--- src/rtl/pc_pkg.sv ---
// Shared definitions for the fetch PC generator: next-PC select codes,
// 2-bit branch counter encodings and the sequential PC increment.
package pc_pkg;

    typedef enum logic [2:0] {
        SEL_TRAP     = 3'd0,
        SEL_REDIRECT = 3'd1,
        SEL_HOLD     = 3'd2,
        SEL_PRED     = 3'd3,
        SEL_SEQ      = 3'd4
    } next_sel_e;

    localparam logic [1:0] CNT_SNT  = 2'b00;
    localparam logic [1:0] CNT_WNT  = 2'b01;
    localparam logic [1:0] CNT_WT   = 2'b10;
    localparam logic [1:0] CNT_ST   = 2'b11;
    localparam logic [1:0] CNT_INIT = 2'b10;

    localparam int unsigned PC_INC = 4;

    // Saturating step of a 2-bit direction counter toward the resolved outcome.
    function automatic logic [1:0] cnt_step(input logic [1:0] cnt, input logic taken);
        if (taken) begin
            return (cnt == CNT_ST) ? CNT_ST : cnt + 2'd1;
        end
        return (cnt == CNT_SNT) ? CNT_SNT : cnt - 2'd1;
    endfunction

endpackage

--- src/rtl/pc_gen_if.sv ---
// Bus between the hazard unit / EX stage (master) and the fetch PC generator (slave).
interface pc_gen_if #(
    parameter int XLEN = 32
);
    // Handshake: every *_VALID is a valid-only qualifier with no ready; the PC
    // generator samples it on each rising CLK edge and never back-pressures, and
    // the fields it qualifies are don't-care while it is low.
    logic            STALLF;
    logic            TRAP_VALID;
    logic [XLEN-1:0] TRAP_VEC;
    logic            REDIRECT_VALID;
    logic [XLEN-1:0] REDIRECT_PC;
    logic            UPD_VALID;
    logic [XLEN-1:0] UPD_PC;
    logic [XLEN-1:0] UPD_TARGET;
    logic            UPD_TAKEN;
    logic [XLEN-1:0] PC;
    logic [XLEN-1:0] PC_PLUS4;
    logic            PRED_TAKEN;
    logic [XLEN-1:0] PRED_TARGET;

    modport master (
        output STALLF, TRAP_VALID, TRAP_VEC, REDIRECT_VALID, REDIRECT_PC,
        output UPD_VALID, UPD_PC, UPD_TARGET, UPD_TAKEN,
        input  PC, PC_PLUS4, PRED_TAKEN, PRED_TARGET
    );

    modport slave (
        input  STALLF, TRAP_VALID, TRAP_VEC, REDIRECT_VALID, REDIRECT_PC,
        input  UPD_VALID, UPD_PC, UPD_TARGET, UPD_TAKEN,
        output PC, PC_PLUS4, PRED_TAKEN, PRED_TARGET
    );

endinterface

--- src/rtl/pc_btb.sv ---
// Direct-mapped branch target buffer: combinational lookup on the fetch PC,
// training from resolved branches with 2-bit saturating direction counters.
module pc_btb
    import pc_pkg::*;
#(
    parameter int XLEN  = 32,
    parameter int DEPTH = 16
) (
    input  logic            CLK,
    input  logic            RST,
    input  logic [XLEN-1:0] lookup_pc_i,
    output logic            pred_taken_o,
    output logic [XLEN-1:0] pred_target_o,
    input  logic            upd_valid_i,
    input  logic [XLEN-1:0] upd_pc_i,
    input  logic [XLEN-1:0] upd_target_i,
    input  logic            upd_taken_i
);

    localparam int IDX  = $clog2(DEPTH);
    localparam int TAGW = XLEN - IDX - 2;

    logic [DEPTH-1:0] valid_q;
    logic [TAGW-1:0]  tag_q [DEPTH];
    logic [XLEN-1:0]  tgt_q [DEPTH];
    logic [1:0]       cnt_q [DEPTH];

    logic [IDX-1:0]  lk_idx;
    logic [TAGW-1:0] lk_tag;
    logic            lk_hit;
    logic [IDX-1:0]  upd_idx;
    logic [TAGW-1:0] upd_tag;
    logic            upd_hit;
    logic            upd_alloc;
    logic            unused_low_bits;

    assign lk_idx  = lookup_pc_i[IDX+1:2];
    assign lk_tag  = lookup_pc_i[XLEN-1:IDX+2];
    assign lk_hit  = valid_q[lk_idx] && (tag_q[lk_idx] == lk_tag);

    assign pred_taken_o  = lk_hit && cnt_q[lk_idx][1];
    assign pred_target_o = tgt_q[lk_idx];

    assign upd_idx   = upd_pc_i[IDX+1:2];
    assign upd_tag   = upd_pc_i[XLEN-1:IDX+2];
    assign upd_hit   = valid_q[upd_idx] && (tag_q[upd_idx] == upd_tag);
    assign upd_alloc = upd_valid_i && !upd_hit && upd_taken_i;

    // Instructions are word aligned, so the byte offset never selects an entry.
    assign unused_low_bits = ^{lookup_pc_i[1:0], upd_pc_i[1:0]};

    // Only the valid bits are reset; stale tags/targets are masked by valid.
    always_ff @(posedge CLK or negedge RST) begin
        if (!RST) begin
            valid_q <= '0;
        end else if (upd_alloc) begin
            valid_q[upd_idx] <= 1'b1;
        end
    end

    always_ff @(posedge CLK) begin
        if (upd_valid_i) begin
            if (upd_hit) begin
                cnt_q[upd_idx] <= cnt_step(cnt_q[upd_idx], upd_taken_i);
                if (upd_taken_i) begin
                    tgt_q[upd_idx] <= upd_target_i;
                end
            end else if (upd_taken_i) begin
                tag_q[upd_idx] <= upd_tag;
                tgt_q[upd_idx] <= upd_target_i;
                cnt_q[upd_idx] <= CNT_INIT;
            end
        end
    end

endmodule

--- src/rtl/pc_gen.sv ---
// Fetch-stage program counter with trap/redirect/stall steering and next-PC select.
// Defining the BTB_EN macro adds the pc_btb predictor; otherwise PC is purely sequential.
module pc_gen
    import pc_pkg::*;
#(
    parameter int              XLEN         = 32,
    parameter logic [XLEN-1:0] RESET_VECTOR = '0,
    parameter int              BTB_DEPTH    = 16
) (
    input  logic    CLK,
    input  logic    RST,
    pc_gen_if.slave pc_bus
);

    if (XLEN < 8) begin : g_bad_xlen
        $error("pc_gen: XLEN must be at least 8");
    end
    if (BTB_DEPTH < 2 || BTB_DEPTH > 256 || (BTB_DEPTH & (BTB_DEPTH - 1)) != 0) begin : g_bad_depth
        $error("pc_gen: BTB_DEPTH must be a power of two in 2..256");
    end
    if (XLEN < $clog2(BTB_DEPTH) + 3) begin : g_bad_tag
        $error("pc_gen: XLEN too small to hold a BTB tag");
    end
    if (RESET_VECTOR[1:0] != 2'b00) begin : g_bad_vector
        $error("pc_gen: RESET_VECTOR must be word aligned");
    end

    logic [XLEN-1:0] pc_q;
    logic [XLEN-1:0] pc_d;
    logic [XLEN-1:0] pc_raw;
    logic [XLEN-1:0] pc_plus4;
    logic            pred_taken;
    logic [XLEN-1:0] pred_target;
    next_sel_e       sel;

    assign pc_plus4 = pc_q + XLEN'(PC_INC);

`ifdef BTB_EN
    pc_btb #(
        .XLEN  (XLEN),
        .DEPTH (BTB_DEPTH)
    ) u_btb (
        .CLK           (CLK),
        .RST           (RST),
        .lookup_pc_i   (pc_q),
        .pred_taken_o  (pred_taken),
        .pred_target_o (pred_target),
        .upd_valid_i   (pc_bus.UPD_VALID),
        .upd_pc_i      (pc_bus.UPD_PC),
        .upd_target_i  (pc_bus.UPD_TARGET),
        .upd_taken_i   (pc_bus.UPD_TAKEN)
    );
`else
    logic unused_upd;

    assign pred_taken  = 1'b0;
    assign pred_target = '0;
    assign unused_upd  = ^{pc_bus.UPD_VALID, pc_bus.UPD_PC, pc_bus.UPD_TARGET, pc_bus.UPD_TAKEN};
`endif

    // Trap and redirect sit above the stall: a flush must land even while IF is held.
    always_comb begin
        sel = SEL_SEQ;
        if (pc_bus.TRAP_VALID) begin
            sel = SEL_TRAP;
        end else if (pc_bus.REDIRECT_VALID) begin
            sel = SEL_REDIRECT;
        end else if (pc_bus.STALLF) begin
            sel = SEL_HOLD;
        end else if (pred_taken) begin
            sel = SEL_PRED;
        end
    end

    always_comb begin
        pc_raw = pc_plus4;
        case (sel)
            SEL_TRAP:     pc_raw = pc_bus.TRAP_VEC;
            SEL_REDIRECT: pc_raw = pc_bus.REDIRECT_PC;
            SEL_HOLD:     pc_raw = pc_q;
            SEL_PRED:     pc_raw = pred_target;
            default:      pc_raw = pc_plus4;
        endcase
        pc_d = {pc_raw[XLEN-1:2], 2'b00};
    end

    always_ff @(posedge CLK or negedge RST) begin
        if (!RST) begin
            pc_q <= RESET_VECTOR;
        end else begin
            pc_q <= pc_d;
        end
    end

    assign pc_bus.PC          = pc_q;
    assign pc_bus.PC_PLUS4    = pc_plus4;
    assign pc_bus.PRED_TAKEN  = pred_taken;
    assign pc_bus.PRED_TARGET = pred_target;

endmodule

--- src/flat_wrapper.sv ---
// flat-port wrapper written by rule: the top's interface ports become plain ports
module pc_gen_flat import pc_pkg::*;
#(
    parameter int              XLEN         = 32,
    parameter logic [XLEN-1:0] RESET_VECTOR = '0,
    parameter int              BTB_DEPTH    = 16
)
  (CLK, RST, pc_bus_STALLF, pc_bus_TRAP_VALID, pc_bus_TRAP_VEC, pc_bus_REDIRECT_VALID, pc_bus_REDIRECT_PC, pc_bus_UPD_VALID, pc_bus_UPD_PC, pc_bus_UPD_TARGET, pc_bus_UPD_TAKEN, pc_bus_PC, pc_bus_PC_PLUS4, pc_bus_PRED_TAKEN, pc_bus_PRED_TARGET);
  pc_gen_if #(.XLEN(XLEN)) pc_bus_i ();
  input  logic CLK;
  input  logic RST;
  input wire logic [$bits(pc_bus_i.STALLF)-1:0] pc_bus_STALLF;
  input wire logic [$bits(pc_bus_i.TRAP_VALID)-1:0] pc_bus_TRAP_VALID;
  input wire logic [$bits(pc_bus_i.TRAP_VEC)-1:0] pc_bus_TRAP_VEC;
  input wire logic [$bits(pc_bus_i.REDIRECT_VALID)-1:0] pc_bus_REDIRECT_VALID;
  input wire logic [$bits(pc_bus_i.REDIRECT_PC)-1:0] pc_bus_REDIRECT_PC;
  input wire logic [$bits(pc_bus_i.UPD_VALID)-1:0] pc_bus_UPD_VALID;
  input wire logic [$bits(pc_bus_i.UPD_PC)-1:0] pc_bus_UPD_PC;
  input wire logic [$bits(pc_bus_i.UPD_TARGET)-1:0] pc_bus_UPD_TARGET;
  input wire logic [$bits(pc_bus_i.UPD_TAKEN)-1:0] pc_bus_UPD_TAKEN;
  output wire logic [$bits(pc_bus_i.PC)-1:0] pc_bus_PC;
  output wire logic [$bits(pc_bus_i.PC_PLUS4)-1:0] pc_bus_PC_PLUS4;
  output wire logic [$bits(pc_bus_i.PRED_TAKEN)-1:0] pc_bus_PRED_TAKEN;
  output wire logic [$bits(pc_bus_i.PRED_TARGET)-1:0] pc_bus_PRED_TARGET;
  assign pc_bus_i.STALLF = pc_bus_STALLF;
  assign pc_bus_i.TRAP_VALID = pc_bus_TRAP_VALID;
  assign pc_bus_i.TRAP_VEC = pc_bus_TRAP_VEC;
  assign pc_bus_i.REDIRECT_VALID = pc_bus_REDIRECT_VALID;
  assign pc_bus_i.REDIRECT_PC = pc_bus_REDIRECT_PC;
  assign pc_bus_i.UPD_VALID = pc_bus_UPD_VALID;
  assign pc_bus_i.UPD_PC = pc_bus_UPD_PC;
  assign pc_bus_i.UPD_TARGET = pc_bus_UPD_TARGET;
  assign pc_bus_i.UPD_TAKEN = pc_bus_UPD_TAKEN;
  assign pc_bus_PC = pc_bus_i.PC;
  assign pc_bus_PC_PLUS4 = pc_bus_i.PC_PLUS4;
  assign pc_bus_PRED_TAKEN = pc_bus_i.PRED_TAKEN;
  assign pc_bus_PRED_TARGET = pc_bus_i.PRED_TARGET;
  pc_gen #(.XLEN(XLEN), .RESET_VECTOR(RESET_VECTOR), .BTB_DEPTH(BTB_DEPTH)) u_core (.CLK(CLK), .RST(RST), .pc_bus(pc_bus_i));
endmodule
--- config.mk ---
export PLATFORM = sky130hd
export DESIGN_NAME = pc_gen_flat
export DESIGN_NICKNAME = d
export VERILOG_FILES = /design/src/rtl/pc_pkg.sv /design/src/rtl/pc_gen_if.sv /design/src/rtl/pc_btb.sv /design/src/rtl/pc_gen.sv /design/src/flat_wrapper.sv
export SDC_FILE = /design/constraint.sdc
export NUM_CORES = 1
export LEC_CHECK = 0
export CAP_MARGIN = 20
export CORE_MARGIN = 2
export CORE_UTILIZATION = 34
export DETAILED_ROUTE_END_ITERATION = 10
export PLACE_DENSITY = 0.87
export REMOVE_ABC_BUFFERS = 1
export SLEW_MARGIN = 30
export SYNTH_ARGS = -nofsm -noshare
export SYNTH_HDL_FRONTEND = slang
export SYNTH_SLANG_ARGS = --single-unit
--- constraint.sdc ---
create_clock -name CLK -period 5.84 [get_ports CLK]
set_clock_uncertainty 0.2 [all_clocks]
set_input_delay 1.168 -clock CLK [delete_from_list [all_inputs] [get_ports CLK]]
set_output_delay 1.168 -clock CLK [all_outputs]
set_load 0.01 [all_outputs]
==> run_summary.xml, run 1 <==
<?xml version="1.0" encoding="UTF-8"?>
<metrics>
  <group name="cells_and_area">
    <metric name="stdcell_area" unit="um2">3810</metric>
    <metric name="fin_cells" unit="">522</metric>
    <metric name="antennaDiodeCount" unit="">0</metric>
    <metric name="multi_input_comb_area" unit="um2">1570</metric>
    <metric name="fill_cell_total_of_the_finished_layout" unit="">685</metric>
    <metric name="fin_nets" unit="">560</metric>
    <metric name="syn2layout_area_growth" unit="%">48.3</metric>
    <metric name="largest_register_ffs" unit="">30</metric>
    <metric name="seqCellArea" unit="um2">751</metric>
    <metric name="finalCoreUtilization" unit="%">52.3</metric>
    <metric name="fraction_of_layout_cells_with_a_size_suffix_above_1" unit="%">5.44</metric>
  </group>
  <group name="floorplan">
    <metric name="design.die.area" unit="um2">8280</metric>
    <metric name="die_y" unit="um">91.0</metric>
    <metric name="io-pin-count" unit="">232</metric>
    <metric name="initial_core_util" unit="%">35.3</metric>
    <metric name="placement_rows" unit="">31</metric>
    <metric name="die_x" unit="um">91.0</metric>
    <metric name="core_area" unit="um2">7290</metric>
  </group>
  <group name="drt">
    <metric name="drt-total-wl" unit="um">8690</metric>
    <metric name="detailedRoute.firstIterationViolations" unit="">106</metric>
    <metric name="num_vias" unit="">2658</metric>
    <metric name="first_pass_iters" unit="">4</metric>
    <metric name="drtAntennaViolNets" unit="">0</metric>
    <metric name="drc" unit="">0</metric>
    <metric name="ratio_of_routed_vias_to_standard_cells" unit="">5.09</metric>
    <metric name="wl_per_cell" unit="um">16.6</metric>
  </group>
  <group name="cts">
    <metric name="cts_tree" unit="">built</metric>
    <metric name="clk_pin_slew" unit="ps">70</metric>
    <metric name="number_of_buffers_inserted_during_clock_tree_synthesis" unit="">5</metric>
    <metric name="max-clock-path-buffers" unit="">2</metric>
    <metric name="post_cts_resize_count" unit="">0</metric>
    <metric name="hold_buffers" unit="">0</metric>
    <metric name="clock_sink_count" unit="">30</metric>
    <metric name="clk_latency" unit="ps">290</metric>
    <metric name="h-tree-depth" unit="">2</metric>
    <metric name="post-cts-setup-buffers" unit="">0</metric>
    <metric name="cts_root_buf" unit="">clkbuf_8</metric>
  </group>
  <group name="worst_setup_path">
    <metric name="slowest_delay" unit="ps">590</metric>
    <metric name="worstSetupPathType" unit="">register to output pin</metric>
    <metric name="rrSetupSlack" unit="ps">3250</metric>
    <metric name="crit_start" unit="">u_core.pc_bus.PC[2]$_DFFE_PN0P_</metric>
    <metric name="timing.reg2reg.worst_path_depth" unit="">6</metric>
    <metric name="r2r_end" unit="">u_core.pc_bus.PC[30]$_DFFE_PN0P_</metric>
    <metric name="crit_start_category" unit="">register</metric>
    <metric name="path_cells" unit="">ha_1 &gt; nand3_1 &gt; or2_2 &gt; nor4_1 &gt; xor2_1 &gt; clkdlybuf4s50_1</metric>
    <metric name="critical_path.endpoint_type" unit="">output pin</metric>
    <metric name="critPathRequiredTime" unit="ps">4470</metric>
    <metric name="setup.worst_path.end" unit="">pc_bus_PC_PLUS4[30]</metric>
    <metric name="r2r-start" unit="">u_core.pc_bus.PC[2]$_DFFE_PN0P_</metric>
    <metric name="crit_path_max_fanout" unit="">11</metric>
    <metric name="worst-endpoint-arrival" unit="ps">2930</metric>
    <metric name="critPathSlowestCell" unit="">clkdlybuf4s50_1</metric>
  </group>
  <group name="timing">
    <metric name="final_max_slew_viol_count" unit="">0</metric>
    <metric name="fin_worst_hold_slack" unit="ps">453</metric>
    <metric name="achievable-frequency" unit="MHz">233</metric>
    <metric name="worst-slew-pin-transition" unit="ps">870</metric>
    <metric name="grt_setup_unrepaired" unit="">false</metric>
    <metric name="finalSetupTns" unit="ps">0</metric>
    <metric name="hold_viol_final" unit="">0</metric>
    <metric name="finalCritPeriodShare" unit="%">73.6</metric>
    <metric name="maxSlewHeadroom" unit="%">41.9</metric>
    <metric name="layout_min_cycle_time" unit="ps">4300</metric>
    <metric name="setup_ws" unit="ps">1540</metric>
    <metric name="timing.final.setup_violations" unit="">0</metric>
  </group>
  <group name="synthesis">
    <metric name="synth_area_leader_cell" unit="">dfrtp_1</metric>
    <metric name="yosysMostFrequentCell" unit="">buf_4</metric>
    <metric name="yosys-top-cells-area" unit="">dfrtp_1, buf_4, xnor2_1</metric>
    <metric name="cell_area_after_technology_mapping" unit="um2">2570</metric>
    <metric name="yosys_warnings" unit="">0</metric>
    <metric name="synth-edff-count" unit="">0</metric>
    <metric name="netlist_top_cells_count" unit="">buf_4, dfrtp_1, nand2_1, nor2_1, xnor2_1</metric>
    <metric name="synth_flop_cell" unit="">dfrtp_1</metric>
    <metric name="synth.ff_latch_count" unit="">30</metric>
    <metric name="seq_area_frac_synth" unit="%">29.2</metric>
    <metric name="netlist_cell_types" unit="">42</metric>
    <metric name="async_reset_ff_share" unit="%">100</metric>
    <metric name="syn-mean-instance-area" unit="um2">8.27</metric>
    <metric name="synthDominantCellAreaShare" unit="%">29.2</metric>
    <metric name="postSynthCellCount" unit="">311</metric>
  </group>
  <group name="worst_hold_path">
    <metric name="worstHoldPathType" unit="">register to register</metric>
    <metric name="hold_wc_startpoint" unit="">u_core.pc_bus.PC[23]$_DFFE_PN0P_</metric>
    <metric name="holdPathStages" unit="">2</metric>
  </group>
  <group name="power_and_ir_drop">
    <metric name="p_per_area" unit="nW/um2">185</metric>
    <metric name="report.power.total" unit="mW">0.705</metric>
    <metric name="cellLeakagePower" unit="nW">1.52</metric>
    <metric name="irDropWorstVdd" unit="mV">0.0787</metric>
  </group>
  <group name="place">
    <metric name="port_buffers" unit="">124</metric>
    <metric name="placed_area" unit="um2">3730</metric>
    <metric name="place_congestion" unit="">0.780</metric>
    <metric name="place.detailed.instances" unit="">516</metric>
    <metric name="hpwlAfterDp" unit="um">6390</metric>
    <metric name="dp_worst_setup_slack" unit="ps">1850</metric>
  </group>
  <group name="global_route">
    <metric name="gr-usage-met2" unit="%">37.3</metric>
    <metric name="grt_util_met1" unit="%">24.1</metric>
    <metric name="grt_pass1_vias" unit="">2683</metric>
    <metric name="grt_pass1_wl" unit="um">13800</metric>
    <metric name="maximum_number_of_pins_on_one_net_before_global_route_repair" unit="">50</metric>
    <metric name="global_route.usage.met3" unit="%">3.40</metric>
    <metric name="global_route.peak_usage_layer" unit="">met2</metric>
    <metric name="grt_util_all_layers" unit="%">20.8</metric>
    <metric name="grt_antenna_before_repair" unit="">0</metric>
    <metric name="globalRoute.totalOverflow" unit="">0</metric>
  </group>
  <group name="status">
    <metric name="outcome" unit="">complete, no violations</metric>
  </group>
  <group name="job">
    <metric name="drv.max_cap_violation_count" unit="">0</metric>
  </group>
</metrics>
==> per-layer routing <==
layer / wire length [um] / vias to the layer above
met1: 3420 / 1265
met3: 539 / 23
met2: 4440 / 123
li1: - / 1247
met4: 279 / 0
met5: 0 / -
==> placed cells by master, fill, tap and decap left out, drive strengths merged <==
cell type / Yosys / layout
ha: 1 / 1
clkdlybuf4s50: 0 / 123
and2: 1 / 1
nand4b: 1 / 1
a21bo: 1 / 1
a22oi: 18 / 18
dfrtp: 30 / 30
o221ai: 1 / 1
nand2: 24 / 24
inv: 6 / 6
nand2b: 1 / 1
o21a: 2 / 2
a221o: 9 / 9
and4: 1 / 1
or2: 5 / 5
nand3: 9 / 9
mux2i: 4 / 4
clkbuf: 15 / 6
nand4: 7 / 7
conb: 1 / 37
o211ai: 2 / 2
or3: 1 / 1
o31ai: 1 / 1
nor3: 14 / 14
or4: 3 / 3
nor2: 24 / 24
xnor2: 21 / 21
o21ai: 20 / 20
a21oi: 13 / 13
nor2b: 2 / 2
o22ai: 1 / 1
nor4: 8 / 8
buf: 43 / 5
xor2: 21 / 21
==> logic make-up (layout without fill, tap and decap cells) <==
group	after synthesis	count (layout)	synth area share, %
other	1	37	0.146
AOI/OAI and AO/OA	68	68	17.6
DFF	30	30	29.2
xor gates and xnor gates	42	42	14.6
buffers and inverters	64	140	15.2
adders and majority gates	1	1	0.486
and+or+nand+nor	101	101	21.3
muxes	4	4	1.56
==> layout make-up <==
cell class,count,area share [%]
clock buffer,6,2.16
tap,99,3.25
timing repair buffer,128,33.2
multi-input combinational,253,41.1
inverter,6,0.590
sequential,30,19.7
==> worst min path at each step <==
stage,to
after CTS,u_core.pc_bus.PC[23]$_DFFE_PN0P_
after floorplan,u_core.pc_bus.PC[18]$_DFFE_PN0P_
after detailed placement,u_core.pc_bus.PC[18]$_DFFE_PN0P_
after global placement,u_core.pc_bus.PC[18]$_DFFE_PN0P_
final,u_core.pc_bus.PC[23]$_DFFE_PN0P_
after global routing,u_core.pc_bus.PC[23]$_DFFE_PN0P_
==> worst max-delay path: cells and delay by family (launching register included) <==
family,cells,cell delay [ps]
and+or+nand+nor,3,1050
DFF,1,500
xor gates and xnor gates,1,250
adders and majority gates,1,260
buffers and inverters,1,590
==> report_power, final <==
group	internal, mW	switching, mW	leakage [nW]
registers	0.228	0.0392	0.363
logic	0.151	0.116	1.11
clock network	0.0909	0.0803	0.0431
No activity file was read; power rests on OpenSTA's default activity.
==> run 2: changes to the inputs <==
--- a/config.mk
+++ b/config.mk
@@ -7,9 +7,9 @@
 export LEC_CHECK = 0
 export CAP_MARGIN = 20
 export CORE_MARGIN = 2
-export CORE_UTILIZATION = 34
+export CORE_UTILIZATION = 32
 export DETAILED_ROUTE_END_ITERATION = 10
-export PLACE_DENSITY = 0.87
+export PLACE_DENSITY = 0.83
 export REMOVE_ABC_BUFFERS = 1
 export SLEW_MARGIN = 30
 export SYNTH_ARGS = -nofsm -noshare
==> constraint.sdc (replaced) <==
create_clock -name CLK -period 4.1 [get_ports CLK]
set_clock_uncertainty 0.2 [all_clocks]
set_input_delay 0.82 -clock CLK [delete_from_list [all_inputs] [get_ports CLK]]
set_output_delay 0.82 -clock CLK [all_outputs]
set_load 0.01 [all_outputs]
==> run 2 against run 1 <==
  * Design area up 1.1%
  * Critical path type unchanged
  * Via count down 1.1%
  * Worst hold slack worse by 0.53 ps
  * Global-route usage down 2.0 points
  * Combinational power up 42%
  * Die area up 6.0%
  * Sequential power up 42%
  * Routed wire length down 4.6%
  * Core utilization down 2.6 points
  * Cell count up 1.3%
  * Flip-flop and latch count unchanged
==> run_summary.xml, run 2 (synthesis results as in run 1) <==
<?xml version="1.0" encoding="UTF-8"?>
<metrics>
  <group name="global_route">
    <metric name="grt_pass1_wl" unit="um">13000</metric>
    <metric name="grt_antenna_before_repair" unit="">0</metric>
    <metric name="grt_pass1_vias" unit="">2626</metric>
    <metric name="globalRoute.totalOverflow" unit="">0</metric>
    <metric name="maximum_number_of_pins_on_one_net_before_global_route_repair" unit="">49</metric>
    <metric name="grt_util_all_layers" unit="%">18.8</metric>
  </group>
  <group name="worst_setup_path">
    <metric name="timing.reg2reg.worst_path_depth" unit="">5</metric>
    <metric name="critPathRequiredTime" unit="ps">3080</metric>
    <metric name="crit_path_max_fanout" unit="">8</metric>
    <metric name="r2r_end" unit="">u_core.pc_bus.PC[30]$_DFFE_PN0P_</metric>
    <metric name="crit_start_category" unit="">register</metric>
    <metric name="critical_path.endpoint_type" unit="">output pin</metric>
    <metric name="worstSetupPathType" unit="">register to output pin</metric>
    <metric name="worst-endpoint-arrival" unit="ps">2880</metric>
    <metric name="rrSetupSlack" unit="ps">1560</metric>
    <metric name="r2r-start" unit="">u_core.pc_bus.PC[10]$_DFFE_PN0P_</metric>
  </group>
  <group name="cts">
    <metric name="h-tree-depth" unit="">2</metric>
    <metric name="clk_latency" unit="ps">280</metric>
    <metric name="cts_root_buf" unit="">clkbuf_8</metric>
    <metric name="number_of_buffers_inserted_during_clock_tree_synthesis" unit="">5</metric>
    <metric name="clk_pin_slew" unit="ps">70</metric>
    <metric name="hold_buffers" unit="">0</metric>
    <metric name="clock_sink_count" unit="">30</metric>
    <metric name="post_cts_resize_count" unit="">0</metric>
    <metric name="max-clock-path-buffers" unit="">2</metric>
    <metric name="cts_tree" unit="">built</metric>
  </group>
  <group name="timing">
    <metric name="worst-slew-pin-transition" unit="ps">878</metric>
    <metric name="finalCritPeriodShare" unit="%">95.1</metric>
    <metric name="hold_viol_final" unit="">0</metric>
    <metric name="setup_ws" unit="ps">201</metric>
    <metric name="timing.final.setup_violations" unit="">0</metric>
    <metric name="layout_min_cycle_time" unit="ps">3900</metric>
    <metric name="maxSlewHeadroom" unit="%">41.5</metric>
    <metric name="final_max_slew_viol_count" unit="">0</metric>
    <metric name="grt_setup_unrepaired" unit="">false</metric>
    <metric name="finalSetupTns" unit="ps">0</metric>
    <metric name="achievable-frequency" unit="MHz">256</metric>
  </group>
  <group name="status">
    <metric name="outcome" unit="">complete, no violations</metric>
  </group>
  <group name="power_and_ir_drop">
    <metric name="p_per_area" unit="nW/um2">271</metric>
    <metric name="cellLeakagePower" unit="nW">1.54</metric>
    <metric name="irDropWorstVdd" unit="mV">0.130</metric>
  </group>
  <group name="cells_and_area">
    <metric name="fin_cells" unit="">529</metric>
    <metric name="finalCoreUtilization" unit="%">49.7</metric>
    <metric name="fin_nets" unit="">562</metric>
    <metric name="fraction_of_layout_cells_with_a_size_suffix_above_1" unit="%">6.09</metric>
    <metric name="largest_register_ffs" unit="">30</metric>
    <metric name="syn2layout_area_growth" unit="%">50.0</metric>
    <metric name="antennaDiodeCount" unit="">0</metric>
    <metric name="most_common_cell_after_layout_fill_and_taps_aside" unit="">clkdlybuf4s50_1</metric>
    <metric name="layout.cells.most_common_list" unit="">clkdlybuf4s50_1, conb_1, dfrtp_1, nor2_1, nand2_1</metric>
    <metric name="stdcell_area" unit="um2">3860</metric>
  </group>
  <group name="place">
    <metric name="dp_worst_setup_slack" unit="ps">507</metric>
    <metric name="placed_area" unit="um2">3750</metric>
    <metric name="place.detailed.instances" unit="">521</metric>
    <metric name="port_buffers" unit="">124</metric>
    <metric name="place_congestion" unit="">0.843</metric>
    <metric name="hpwlAfterDp" unit="um">6160</metric>
  </group>
  <group name="worst_hold_path">
    <metric name="worst_hold_path.endpoint" unit="">u_core.pc_bus.PC[18]$_DFFE_PN0P_</metric>
    <metric name="hold_wc_startpoint" unit="">u_core.pc_bus.PC[18]$_DFFE_PN0P_</metric>
    <metric name="worstHoldPathType" unit="">register to register</metric>
    <metric name="holdPathStages" unit="">2</metric>
  </group>
  <group name="drt">
    <metric name="ratio_of_routed_vias_to_standard_cells" unit="">4.97</metric>
    <metric name="drc" unit="">0</metric>
    <metric name="first_pass_iters" unit="">5</metric>
    <metric name="detailedRoute.firstIterationViolations" unit="">140</metric>
    <metric name="wl_per_cell" unit="um">15.7</metric>
    <metric name="drt-total-wl" unit="um">8290</metric>
    <metric name="num_vias" unit="">2629</metric>
    <metric name="drtAntennaViolNets" unit="">0</metric>
  </group>
  <group name="floorplan">
    <metric name="initial_core_util" unit="%">33.1</metric>
    <metric name="die_y" unit="um">93.7</metric>
    <metric name="design.die.area" unit="um2">8770</metric>
    <metric name="io-pin-count" unit="">232</metric>
    <metric name="die_x" unit="um">93.7</metric>
    <metric name="core_area" unit="um2">7770</metric>
    <metric name="placement_rows" unit="">32</metric>
  </group>
  <group name="job">
    <metric name="drv.max_cap_violation_count" unit="">0</metric>
  </group>
</metrics>
==> run 2: stage by stage <==
| stage | power [mW] | hold WS [ps] |
|---|---|---|
| after floorplan | 0.521 | 324 |
| after global placement | 0.755 | 403 |
| after detailed placement | 0.761 | 438 |
| after CTS | 1.05 | 451 |
| after global routing | 1.11 | 512 |
| final | 1.05 | 453 |
==> run 2: how the worst max path moves through the flow <==
stage          slack [ps]                              from             endpoint
5_1_grt                 5   u_core.pc_bus.PC[7]$_DFFE_PN0P_  pc_bus_PC_PLUS4[21]
2_1_floorplan        1160  u_core.pc_bus.PC[10]$_DFFE_PN0P_  pc_bus_PC_PLUS4[30]
3_5_place_dp          510   u_core.pc_bus.PC[2]$_DFFE_PN0P_  pc_bus_PC_PLUS4[21]
3_3_place_gp          520   u_core.pc_bus.PC[2]$_DFFE_PN0P_  pc_bus_PC_PLUS4[21]
6_report              200   u_core.pc_bus.PC[6]$_DFFE_PN0P_  pc_bus_PC_PLUS4[21]
4_1_cts               200   u_core.pc_bus.PC[2]$_DFFE_PN0P_  pc_bus_PC_PLUS4[21]
==> run 2: area by class of cell <==
| cell class | count | area, um2 |
|---|---|---|
| fill | 755 | 3910 |
| multi-input combinational | 253 | 1570 |
| timing repair buffer | 130 | 1280 |
| sequential | 30 | 751 |
| tap | 102 | 128 |
| clock buffer | 8 | 110 |
| inverter | 6 | 22.5 |
==> run 2: repair_timing <==
action,in CTS,in global routing
setup buffers,0,0
hold endpoints to repair,0,0
setup endpoints to repair,0,1
==> run 2: power by group <==
part | internal (mW) | total (mW) | switching (mW)
Combinational | 0.215 | 0.378 | 0.162
Clock | 0.170 | 0.289 | 0.119
Sequential | 0.325 | 0.380 | 0.0548
==> run 2: critical path, stage by stage (launching register included) <==
cell and delay [ps]:
dfrtp_1 510, nand4_1 280, or4_1 690, nor3_1 270
xor2_1 270, clkdlybuf4s50_1 580
==> run 2: routing by layer <==
metal	share of wire (%)	vias up	wire, um	track usage [%]
met5	0	-	0	0
met1	43	1232	3580	23.8
met4	0.46	0	38	3.38
met3	8.0	4	665	4.74
li1	-	1255	-	-
met2	48	138	4000	32.7
